[src/rtl/gpio_in_conditioner_pkg.sv]
// gpin_pkg: register map and default sizing for the
// GPIO input conditioner.
package gpin_pkg;

  localparam logic [1:0] GPIN_STATE = 2'd0;
  localparam logic [1:0] GPIN_FLAGS = 2'd1;
  localparam logic [1:0] GPIN_MASK  = 2'd2;
  localparam logic [1:0] GPIN_POL   = 2'd3;

  localparam int GPIN_WIDTH    = 8;
  localparam int GPIN_PRESCALE = 1000;
  localparam int GPIN_DB_TICKS = 4;

endpackage

[src/rtl/gpio_in_conditioner_if.sv]
// gpin_if: CPU register port of the GPIO input conditioner
// (select, write strobe, index, data both ways, interrupt).
interface gpin_if;

  logic       cs;
  logic       we;
  logic [1:0] addr;
  logic [7:0] din;
  logic [7:0] dout;
  logic       irq;

  modport master (
    output cs, we, addr, din,
    input  dout, irq
  );

  modport slave (
    input  cs, we, addr, din,
    output dout, irq
  );

endinterface

[src/rtl/gpin_debounce_bit.sv]
// gpin_debounce_bit: 2-flop synchroniser plus tick-based
// debounce counter for one pin, with accepted-edge pulses.
module gpin_debounce_bit #(
  parameter int DB_TICKS = 4
) (
  input  logic clk,
  input  logic reset,
  input  logic pin_i,
  input  logic tick_i,
  output logic state_o,
  output logic rise_o,
  output logic fall_o
);

  localparam int CW = $clog2(DB_TICKS + 1);

  logic          s1_q;
  logic          s2_q;
  logic          st_q;
  logic          st_d;
  logic [CW-1:0] cnt_q;
  logic [CW-1:0] cnt_d;
  logic          accept;

  assign accept = tick_i & (s2_q != st_q)
                & (cnt_q == CW'(DB_TICKS - 1));

  // Count disagreeing ticks; agreement restarts the count.
  always_comb begin
    cnt_d = cnt_q;
    st_d  = st_q;
    if (s2_q == st_q) begin
      cnt_d = '0;
    end else if (accept) begin
      st_d  = s2_q;
      cnt_d = '0;
    end else if (tick_i) begin
      cnt_d = cnt_q + CW'(1);
    end
  end

  // Synchroniser, debounced level and counter registers.
  always_ff @(posedge clk or negedge reset) begin
    if (!reset) begin
      s1_q  <= 1'b0;
      s2_q  <= 1'b0;
      st_q  <= 1'b0;
      cnt_q <= '0;
    end else begin
      s1_q  <= pin_i;
      s2_q  <= s1_q;
      st_q  <= st_d;
      cnt_q <= cnt_d;
    end
  end

  assign state_o = st_q;
  assign rise_o  = accept & s2_q;
  assign fall_o  = accept & ~s2_q;

endmodule

[src/rtl/gpio_in_conditioner.sv]
// gpio_in_conditioner: debounced GPIO inputs with sticky edge
// flags; GPIN_IRQ_EN adds the mask register and irq output.
module gpio_in_conditioner
  import gpin_pkg::*;
#(
  parameter int WIDTH    = GPIN_WIDTH,
  parameter int PRESCALE = GPIN_PRESCALE,
  parameter int DB_TICKS = GPIN_DB_TICKS
) (
  input  logic             clk,
  input  logic             reset,
  input  logic [WIDTH-1:0] pins_i,
  output logic [WIDTH-1:0] gpio_i,
  gpin_if.slave            bus
);

  localparam int PW = $clog2(PRESCALE);

  logic [PW-1:0]    pre_q;
  logic [PW-1:0]    pre_d;
  logic             tick;
  logic [WIDTH-1:0] rise;
  logic [WIDTH-1:0] fall;
  logic [WIDTH-1:0] set;
  logic [WIDTH-1:0] clr;
  logic [WIDTH-1:0] flags_q;
  logic [WIDTH-1:0] flags_d;
  logic [WIDTH-1:0] pol_q;
  logic [WIDTH-1:0] pol_d;
  logic [7:0]       dout_q;
  logic [7:0]       dout_d;
  logic [7:0]       rdata;
  logic             wr;
  logic             rd;
  logic [WIDTH-1:0] wdata;
`ifdef GPIN_IRQ_EN
  logic [WIDTH-1:0] mask_q;
  logic [WIDTH-1:0] mask_d;
`endif

  assign tick  = (pre_q == PW'(PRESCALE - 1));
  assign pre_d = tick ? '0 : pre_q + PW'(1);
  assign wr    = bus.cs & bus.we;
  assign rd    = bus.cs & ~bus.we;
  assign wdata = bus.din[WIDTH-1:0];

  for (genvar g = 0; g < WIDTH; g++) begin : g_db
    gpin_debounce_bit #(
      .DB_TICKS(DB_TICKS)
    ) u_db (
      .clk    (clk),
      .reset  (reset),
      .pin_i  (pins_i[g]),
      .tick_i (tick),
      .state_o(gpio_i[g]),
      .rise_o (rise[g]),
      .fall_o (fall[g])
    );
  end

  // Flag on the polarity-selected edge; a new edge beats W1C.
  always_comb begin
    set     = (rise & ~pol_q) | (fall & pol_q);
    clr     = '0;
    pol_d   = pol_q;
`ifdef GPIN_IRQ_EN
    mask_d  = mask_q;
`endif
    if (wr) begin
      unique case (bus.addr)
        GPIN_FLAGS: clr = wdata;
`ifdef GPIN_IRQ_EN
        GPIN_MASK:  mask_d = wdata;
`endif
        GPIN_POL:   pol_d = wdata;
        default:    ;
      endcase
    end
    flags_d = (flags_q & ~clr) | set;
  end

  // Read mux; bits above WIDTH read as zero.
  always_comb begin
    rdata = '0;
    unique case (bus.addr)
      GPIN_STATE: rdata[WIDTH-1:0] = gpio_i;
      GPIN_FLAGS: rdata[WIDTH-1:0] = flags_q;
`ifdef GPIN_IRQ_EN
      GPIN_MASK:  rdata[WIDTH-1:0] = mask_q;
`else
      GPIN_MASK:  rdata = '0;
`endif
      GPIN_POL:   rdata[WIDTH-1:0] = pol_q;
    endcase
    dout_d = rd ? rdata : dout_q;
  end

  // Prescaler, register file and registered read data.
  always_ff @(posedge clk or negedge reset) begin
    if (!reset) begin
      pre_q   <= '0;
      flags_q <= '0;
      pol_q   <= '0;
      dout_q  <= '0;
    end else begin
      pre_q   <= pre_d;
      flags_q <= flags_d;
      pol_q   <= pol_d;
      dout_q  <= dout_d;
    end
  end

`ifdef GPIN_IRQ_EN
  // Interrupt mask register.
  always_ff @(posedge clk or negedge reset) begin
    if (!reset) begin
      mask_q <= '0;
    end else begin
      mask_q <= mask_d;
    end
  end

  assign bus.irq = |(flags_q & mask_q);
`else
  assign bus.irq = 1'b0;
`endif

  assign bus.dout = dout_q;

endmodule

[src/flat_wrapper.sv]
// flat-port wrapper written by rule: the top's interface ports become plain ports
module gpio_in_conditioner_flat import gpin_pkg::*;
#(
  parameter int WIDTH    = GPIN_WIDTH,
  parameter int PRESCALE = GPIN_PRESCALE,
  parameter int DB_TICKS = GPIN_DB_TICKS
)
  (clk, reset, pins_i, gpio_i, bus_cs, bus_we, bus_addr, bus_din, bus_dout, bus_irq);
  gpin_if bus_i ();
  input  logic clk;
  input  logic reset;
  input  logic [WIDTH-1:0] pins_i;
  output logic [WIDTH-1:0] gpio_i;
  input wire logic [$bits(bus_i.cs)-1:0] bus_cs;
  input wire logic [$bits(bus_i.we)-1:0] bus_we;
  input wire logic [$bits(bus_i.addr)-1:0] bus_addr;
  input wire logic [$bits(bus_i.din)-1:0] bus_din;
  output wire logic [$bits(bus_i.dout)-1:0] bus_dout;
  output wire logic [$bits(bus_i.irq)-1:0] bus_irq;
  assign bus_i.cs = bus_cs;
  assign bus_i.we = bus_we;
  assign bus_i.addr = bus_addr;
  assign bus_i.din = bus_din;
  assign bus_dout = bus_i.dout;
  assign bus_irq = bus_i.irq;
  gpio_in_conditioner #(.WIDTH(WIDTH), .PRESCALE(PRESCALE), .DB_TICKS(DB_TICKS)) u_core (.clk(clk), .reset(reset), .pins_i(pins_i), .gpio_i(gpio_i), .bus(bus_i));
endmodule
[config.mk]
export PLATFORM = sky130hd
export DESIGN_NAME = gpio_in_conditioner_flat
export DESIGN_NICKNAME = d
export VERILOG_FILES = /design/src/rtl/gpio_in_conditioner_pkg.sv /design/src/rtl/gpio_in_conditioner_if.sv /design/src/rtl/gpin_debounce_bit.sv /design/src/rtl/gpio_in_conditioner.sv /design/src/flat_wrapper.sv
export SDC_FILE = /design/constraint.sdc
export NUM_CORES = 1
export LEC_CHECK = 0
export CAP_MARGIN = 20
export CELL_PAD_IN_SITES_DETAIL_PLACEMENT = 1
export CELL_PAD_IN_SITES_GLOBAL_PLACEMENT = 1
export CORE_MARGIN = 8
export CORE_UTILIZATION = 45
export CTS_CLUSTER_DIAMETER = 150
export CTS_CLUSTER_SIZE = 14
export DETAILED_ROUTE_END_ITERATION = 10
export PLACE_DENSITY = 0.86
export SYNTH_ARGS = -nofsm -noshare
export SYNTH_HDL_FRONTEND = slang
export SYNTH_HIERARCHICAL = 1
export SYNTH_SLANG_ARGS = --single-unit
[constraint.sdc]
create_clock -name clk -period 3.1 [get_ports clk]
set_clock_uncertainty 0.1 [all_clocks]
set_input_delay 0.465 -clock clk [delete_from_list [all_inputs] [get_ports clk]]
set_output_delay 0.465 -clock clk [all_outputs]
set_load 0.01 [all_outputs]
# Word level (Yosys, flattened, before mapping)
# Cells that the tools add are included.
totals:
  regBits: 82
  in_bits: 22
  elab_cells: 177
op_classes:
  add_sub_neg: 9
  n_eq_ne: 28
  mux: 28
  n_bitwise: 58
  n_reduce_logical: 18
op_table:
  columns: ["cell", "n"]
  rows:
  - ["two-way mux 3 bit", 24]
  - ["bitwise AND 1 bit", 34]
  - ["one-hot mux 8 bit (4 select lines)", 1]
  - ["adder 3 x 1 -> 3 bit, second input constant", 8]
  - ["bitwise AND 8 bit", 3]
  - ["equality test 3 x 2 -> 1 bit, second input constant", 8]
  - ["nonzero test 3 bit", 8]
  - ["AND reduction 2 bit", 9]
  - ["inverter 1 bit", 17]
  - ["two-way mux 8 bit", 2]
  - ["inverter 8 bit", 2]
  - ["OR 8 bit", 2]
  - ["adder 10 x 1 -> 10 bit, second input constant", 1]
  - ["equality test 10 bit, second input constant", 1]
  - ["two-way mux 10 bit", 1]
  - ["equality test 1 bit", 8]
  - ["!= test 1 bit", 8]
  - ["equality test 2 bit, second input constant", 2]
  - ["equality test 2 x 1 -> 1 bit, second input constant", 1]
  - ["zero test 2 bit", 1]

# Logic depth before layout (Yosys ltp)
# Gate-level depths: netlist (run 1).
logic_depth:
  word_depth: 7
  depth_mapped: 8
  depth_no_buf: 8

# Modules after synthesis
# The synthesis (run 1) kept the hierarchy.
by_module_without_submodules:
  columns: ["module", "n_inst", "cells_each", "area_per_inst_um2", "seq_area_each_um2"]
  rows:
  - ["gpin_debounce_bit", 8, 21, 261.5, 150.1]
  - ["gpio_in_conditioner", 1, 142, 1599.0, 850.8]

# Least setup slack after synthesis (run 1)
# OpenSTA, ideal clock, no wires.
synth_path:
  path_kind: "register to register"
  from: "register u_core.pre_q[0]"
  to: "register u_core.g_db[0].u_db.st_q"
  setup_ns: 0.127
  arrival_time_ns: 2.588
  path_slack_ns: 0.285
  path_stages_with_launch: 8
  synth_period_minus_slack_ns: 2.815
  cell_sequence: "dfrtp_1 ha_1 nand4_1 or3_4 nor3_4 nand2_2 nor2_2 mux2_1"
synth_between:
  elab_chain_len: 4
synth_lines:
  columns: ["element", "line", "text"]
  rows:
  - ["start: declaration", "gpio_in_conditioner.sv:19", "logic [PW-1:0] pre_q;"]
  - ["start signal: assignment", "gpio_in_conditioner.sv:106", "pre_q <= pre_d;"]
  - ["equality test 10 bit", "gpio_in_conditioner.sv:41", "assign tick = (pre_q == PW'(PRESCALE - 1));"]
  - ["net u_core.tick", "gpio_in_conditioner.sv:21", "logic tick;"]
  - ["bitwise AND 1 bit", "gpin_debounce_bit.sv:25", "assign accept = tick_i & (s2_q != st_q)"]
  - ["bitwise AND 1 bit", "gpin_debounce_bit.sv:26", "& (cnt_q == CW'(DB_TICKS - 1));"]
  - ["AND reduction 2 bit (no source line)", null, null]
  - ["end signal: assignment", "gpin_debounce_bit.sv:52", "st_q <= st_d;"]
  - ["end: declaration", "gpin_debounce_bit.sv:19", "logic st_q;"]
# The timed path passes the listed nets, and every way through them passes these cells.
# A chain may end at the register's enable or synchronous reset.

# Final worst setup path (run 1)
layout_path:
  from: "register u_core.pre_q[0]"
  to: "register u_core.flags_q[2]"
layout_between:
  elab_chain_len: 7
layout_lines:
  columns: ["element", "line", "text"]
  rows:
  - ["equality test 10 bit", "gpio_in_conditioner.sv:41", null]
  - ["net u_core.tick", "gpio_in_conditioner.sv:21", null]
  - ["bitwise AND 1 bit", "gpin_debounce_bit.sv:25", null]
  - ["bitwise AND 1 bit", "gpin_debounce_bit.sv:26", null]
  - ["bitwise AND 1 bit", "gpin_debounce_bit.sv:58", "assign rise_o = accept & s2_q;"]
  - ["net u_core.rise[2]", "gpio_in_conditioner.sv:22", "logic [WIDTH-1:0] rise;"]
  - ["bitwise AND 8 bit", "gpio_in_conditioner.sv:63", "set = (rise & ~pol_q) | (fall & pol_q);"]
  - ["OR 8 bit", "gpio_in_conditioner.sv:63", null]
  - ["OR 8 bit", "gpio_in_conditioner.sv:79", "flags_d = (flags_q & ~clr) | set;"]
  - ["net u_core.flags_d[2]", "gpio_in_conditioner.sv:27", "logic [WIDTH-1:0] flags_d;"]
  - ["end signal: assignment", "gpio_in_conditioner.sv:107", "flags_q <= flags_d;"]
  - ["end: declaration", "gpio_in_conditioner.sv:26", "logic [WIDTH-1:0] flags_q;"]
# The timed path passes the listed nets, and every way through them passes these cells.

==> flow_summary.toml, run 1 <==
[finish]
drive_gt1_share_pct = 16.9
utilization_pct = 54.8
n_fill_cell = 876
area_delta_synth_final_pct = 20.2
stdcell_count = 466
fin_nets = 390
antenna_cells = 0

[cts]
post-cts-setup-buffer-count = 0
ctsHtreeMaxLevel = 3
root_buffer = "clkbuf_8"
hold_buffers = 0
clk_latency_ns = 0.35
cts_sinks = 82
clock_path_buffers = 2
cts_buffers = 9
clk_pin_slew_ns = 0.08
cts_resized = 0
cts_tree = "yes"

[global_routing]
antenna_found_initial = 0
grt_pass1_wl_mm = 14.1
grt_util_all_layers_pct = 15.9
grt_max_degree = 83
grt_overflow = 0
grt_pass1_vias = 2930

[sta]
setup_tns_ns = 0
rsz0062_at_grt = "false"
setup_ws_ns = 0.551
slew_violations = 0
fmax_ghz = 0.392
setup_violations = 0
tightest_slew_ns = 0.717
hold_viol = 0
fin_worst_hold_slack_ns = 0.252
fin_crit_sh_pct = 82.2
max-slew-margin-rel_pct = 52.1
min_period_ns = 2.55

[setup_path]
r2r_slack_ns = 0.55
startpoint = "u_core/pre_q[0]"
endpoint_kind = "flip-flop"
crit_path_start_kind = "flip-flop"
critPathKind = "flip-flop to flip-flop"
cp_max_fo = 37
worstReg2RegStart = "u_core/pre_q[0]"
crit_required_ns = 3.30
cp-endpoint = "u_core/flags_q[2]"
critPathArrivalTime_ns = 2.74
r2r_cells = 9
r2r-end = "u_core/flags_q[2]"

[drt]
via_per_inst = 5.48
vias = 2556
drtIter0Drc = 68
first_pass_iters = 4
wl_per_cell_um = 17.9
drc = 0
routed_wl_mm = 8.36
ant_nets = 0

[power_and_ir_drop]
power_density_nw_per_um2 = 476
leakage_nw = 1.89
vdd_drop_max_v = 0.000256

[floorplanning]
design.portCount = 39
die_area_um2 = 11400
fp-row-count = 33
initial_utilization_pct = 45.6
core_um2 = 8090
dieHeight_um = 107
die_w_um = 107

[synth]
synth_area_um2 = 3690
synthArstFlopShare_pct = 100
ys_seq_area_share_pct = 55.6
synth_edf_count = 0
syn_nets = 341
ys.flop_type = "dfrtp_1"
synth.ff_latch_count = 82
synth_area_per_cell_um2 = 11.9
yosysWarnings = 6
synth.distinct_cells = 35
netlist_instances = 310

[placed_design]
dp_hpwl_mm = 5.68
place_ws_ns = 0.558
dpl.cell_count = 451
io_buffers = 37
gp_congestion = 0.798

[run_status]
status = "finished, final reports clean"

[worst_hold_path]
hold_class = "flip-flop to flip-flop"

[flow_run]
cap_violations = 0
[critical path, cell delays in order, from the launching register on]
cell     delay [ns]
dfrtp_1        0.44
ha_1           0.29
nand4_1        0.14
or3_4          0.39
nor3_4         0.21
buf_12         0.25
nand2_2        0.11
nor4b_1        0.26
nor2b_1        0.19
a221o_1        0.13
[per-stage QoR]
step                power [mW]  cell area, um^2
finish                    2.11             4440
global route              2.20             4440
CTS                       2.13             4400
detailed placement        1.33             4200
global placement          1.32             4200
floorplan                 1.23             3690
[cell families (layout without fill, tap and decap cells)]
logic type               count (synthesis)  in the layout  synth area share (%)
AND/OR/NAND/NOR                        131            131                  21.3
flip-flops                              82             82                  55.6
AO/OA/AOI/OAI                           37             37                  6.75
multiplexers                            32             32                  9.49
XOR/XNOR                                13             13                  3.08
adder cells (fa/ha/maj)                  9              9                  3.05
buffers and inverters                    5             56                 0.678
other                                    1              1                 0.102
[how the worst min path moves through the flow]
stage	from	endpoint	slack, ns	cells past startpoint
2_1_floorplan	reset	u_core/bus.dout[0]	0.07	0
3_3_place_gp	u_core/g_db[6].u_db/s1_q	u_core/g_db[6].u_db/s2_q	0.23	0
3_5_place_dp	u_core/g_db[7].u_db/s1_q	u_core/g_db[7].u_db/s2_q	0.24	0
4_1_cts	reset	u_core/g_db[2].u_db/state_o	0.22	1
5_1_grt	u_core/g_db[3].u_db/s1_q	u_core/g_db[3].u_db/s2_q	0.26	0
6_report	u_core/g_db[7].u_db/s1_q	u_core/g_db[7].u_db/s2_q	0.25	0
[Yosys cell counts (2+ instances only)]
cell      count  area share (%)
buf_2         2            0.27
xnor2_1       9             2.1
a21oi_1      10             1.4
xor2_1        4            0.95
nand3b_1      9             1.8
mux2_2       16             4.9
nor4b_1      16             3.8
o21ai_0       9             1.2
dfrtp_1      82              56
nand2_1      26             2.6
ha_1          9             3.1
nand4_1       2            0.34
a221o_1       8             2.2
nand2b_1     10             1.7
nor2_1       23             2.3
nor2b_1       9             1.5
nand3_1       6            0.81
nand2b_2      8             1.9
a22oi_1       8             1.6
nor2_2        8             1.4
mux2_1        8             2.4
nand2_2       8             1.4
mux2i_1       8             2.2
[registers in the layout, summed over array words and instances (netlist names)]
name                      cells
u_core/g_db.u_db/cnt_q       24
u_core/pre_q                 10
u_core/bus.dout               8
u_core/flags_q                8
u_core/g_db.u_db/s1_q         8
u_core/g_db.u_db/s2_q         8
u_core/g_db.u_db/state_o      8
u_core/pol_q                  8
[placed cells by master, fill, tap and decap left out, types with 3 or more instances in the layout]
master and count:
mux2_2 16, nor2b_1 9, o21ai_0 9, dfrtp_1 82, clkdlybuf4s50_1 36, xor2_1 4, mux2_1 8, nor2_2 8
nand2_1 26, a21oi_1 10, nand2b_1 10, nor4b_1 16, mux2i_1 8, clkbuf_8 9, nor2_1 23, xnor2_1 9
a221o_1 8, nand3b_1 9, a22oi_1 8, buf_4 3, nand3_1 6, nand2_2 8, nand2b_2 8, ha_1 9
[per-layer routing]
layer,wire (um),GRT usage [%],vias up
li1,-,-,1193
met5,0,0,-
met1,3550,17.9,1312
met4,160,7.74,0
met2,4390,27.5,36
met3,255,3.75,15
[final cells by class]
| type | instances | area [um^2] | area share [%] |
|---|---|---|---|
| clock buffer | 9 | 124 | 2.79 |
| clock inverter | 4 | 70.1 | 1.58 |
| inverter | 1 | 3.75 | 0.0846 |
| multi-input combinational | 223 | 1610 | 36.4 |
| sequential | 82 | 2050 | 46.3 |
| tap | 105 | 131 | 2.96 |
| timing repair buffer | 42 | 440 | 9.93 |
[report_power, final]
group,internal (mW),switching (mW)
clock network,0.437,0.360
logic,0.0872,0.0735
registers,1.11,0.0406
total,1.64,0.474
Note: power is estimated with default switching activity, not from simulation.
==> run 2, diff against run 1 <==
--- a/config.mk
+++ b/config.mk
@@ -9,11 +9,11 @@
 export CELL_PAD_IN_SITES_DETAIL_PLACEMENT = 1
 export CELL_PAD_IN_SITES_GLOBAL_PLACEMENT = 1
 export CORE_MARGIN = 8
-export CORE_UTILIZATION = 45
+export CORE_UTILIZATION = 41
 export CTS_CLUSTER_DIAMETER = 150
 export CTS_CLUSTER_SIZE = 14
 export DETAILED_ROUTE_END_ITERATION = 10
-export PLACE_DENSITY = 0.86
+export PLACE_DENSITY = 0.82
 export SYNTH_ARGS = -nofsm -noshare
 export SYNTH_HDL_FRONTEND = slang
 export SYNTH_HIERARCHICAL = 1
==> constraint.sdc (replaced) <==
create_clock -name clk -period 2.1 [get_ports clk]
set_clock_uncertainty 0.1 [all_clocks]
set_input_delay 0.315 -clock clk [delete_from_list [all_inputs] [get_ports clk]]
set_output_delay 0.315 -clock clk [all_outputs]
set_load 0.01 [all_outputs]
==> flow_summary.toml, run 2 (same netlist as run 1, synthesis figures left out) <==
[cts]
clock_path_buffers = 2
ctsHtreeMaxLevel = 3
root_buffer = "clkbuf_8"
clk_pin_slew_ns = 0.08
cts_buffers = 9
cts_tree = "yes"
cts_sinks = 82
clk_latency_ns = 0.35

[drt]
first_pass_iters = 4
routed_wl_mm = 10.2
drtIter0Drc = 109
ant_nets = 0
wl_per_cell_um = 20.4
drc = 0
vias = 2778
via_per_inst = 5.56

[setup_path]
r2r_cells = 9
critPathArrivalTime_ns = 2.49
cpMaxStageDelayCell = "dfrtp_1"
r2r_slack_ns = -0.21
r2r-end = "u_core/flags_q[5]"
cp_max_fo = 5
worstReg2RegStart = "u_core/pre_q[0]"
cp_top_family = "simple AND/OR/NAND/NOR gates"
critPathBufInv = 1
path_cells = "ha_2, nand4_1, or3_4, nor3_4, buf_6, nand2_2, nor4b_2, nor2b_1, a221o_1"
max_stage_delay_ns = 0.38
crit_required_ns = 2.28
endpoint_kind = "flip-flop"
critPathKind = "flip-flop to flip-flop"
crit_path_start_kind = "flip-flop"

[floorplanning]
fp-row-count = 34
die_area_um2 = 12300
initial_utilization_pct = 42.3
core_um2 = 8720
design.portCount = 39
dieHeight_um = 111
die_w_um = 111

[global_routing]
grt_max_degree = 37
grt_pass1_vias = 3071
grt_overflow = 0
grt_pass1_wl_mm = 15.9
antenna_found_initial = 0
grt_util_all_layers_pct = 15.8

[run_status]
violations = "negative setup slack"
status = "finished with violations"

[worst_hold_path]
hp-start = "u_core/g_db[6].u_db/s1_q"
min_to = "u_core/g_db[6].u_db/s2_q"
worstHoldPathCells = 0
hold_class = "flip-flop to flip-flop"

[sta]
fin_crit_sh_pct = 110
setup_violations = 23
setup_tns_ns = -2.09
rsz0062_at_grt = "true"
setup_ws_ns = -0.213
fmax_ghz = 0.432
hold_viol = 0
slew_violations = 0
max-slew-margin-rel_pct = 51.6
fin_worst_hold_slack_ns = 0.253
min_period_ns = 2.31
tightest_slew_ns = 0.723

[placed_design]
gp_congestion = 0.771
placed_cell_area_um2 = 4370
place_ws_ns = -0.193
io_buffers = 37
dp_hpwl_mm = 6.32

[finish]
reg.largest.list = "u_core/g_db.u_db/cnt_q x24, u_core/pre_q x10"
largest_reg_flops = 24
mostFrequentLayoutCell = "dfrtp_1"
final_area_um2 = 4870
drive_gt1_share_pct = 29.8
antenna_cells = 0
final_cell_mix = "dfrtp_1, clkdlybuf4s50_1, nand2_1, buf_4, nor2_1"
area_delta_synth_final_pct = 31.9
top_register = "u_core/g_db.u_db/cnt_q"
fin_nets = 418
n_fill_cell = 902

[power_and_ir_drop]
vdd_drop_max_v = 0.000342
finalPower_mw = 3.01
power_density_nw_per_um2 = 618
leakage_nw = 2.13

[flow_run]
cap_violations = 0
==> run 2: cell types whose count changed in the layout (fill, tap and decap cells not counted), sizes merged <==
cell      previous run  this run
buf                  5        33
bufinv               2         0
clkbuf               9        12
clkinv               2         1
clkinvlp             0         3
==> run 2: power breakdown <==
group / total (mW) / internal [mW] / switching (mW)
logic: 0.259 / 0.140 / 0.119
registers: 1.71 / 1.64 / 0.0649
clock network: 1.04 / 0.462 / 0.580
total: 3.01 / 2.24 / 0.764
==> run 2: layout make-up <==
type | count | area (um^2) | share of cell area [%]
multi-input combinational | 223 | 1830 | 37.6
clock inverter | 4 | 27.5 | 0.565
inverter | 1 | 3.75 | 0.0771
tap | 108 | 135 | 2.77
timing repair buffer | 70 | 673 | 13.8
sequential | 82 | 2050 | 42.1
clock buffer | 12 | 145 | 2.98
==> run 2: how the worst max path moves through the flow <==
stage / startpoint / cells after the start / to
after global routing: u_core/pre_q[0] / 9 / u_core/flags_q[5]
after detailed placement: u_core/pre_q[1] / 9 / u_core/flags_q[3]
after CTS: u_core/pre_q[0] / 9 / u_core/flags_q[1]
after global placement: u_core/pre_q[1] / 9 / u_core/flags_q[1]
after floorplan: u_core/pre_q[0] / 7 / u_core/g_db[0].u_db/state_o
final: u_core/pre_q[0] / 9 / u_core/flags_q[5]
==> run 2: layer usage <==
layer  GRT usage, %  part of all wire (%)  vias up
met3           2.54                   3.3       23
met2           27.9                    53       57
met1           18.6                    41     1442
li1               -                     -     1256
met4           6.40                   2.5        0
met5              0                     0        -
==> run 2: what timing repair did <==
action,CTS,global route
gates cloned,1,0
hold buffers,1,0
setup buffers,4,5
resized for setup,21,30
setup endpoints to repair,17,27
hold endpoints to repair,31,0
pin swaps,3,3
==> run 2: per-stage QoR <==
step | instances | util (%)
after CTS | 496 | 54.1
after global routing | 500 | 55.8
after detailed placement | 474 | 50.1
after global placement | 474 | 50.1
after floorplan | 310 | -
final | 500 | 55.8
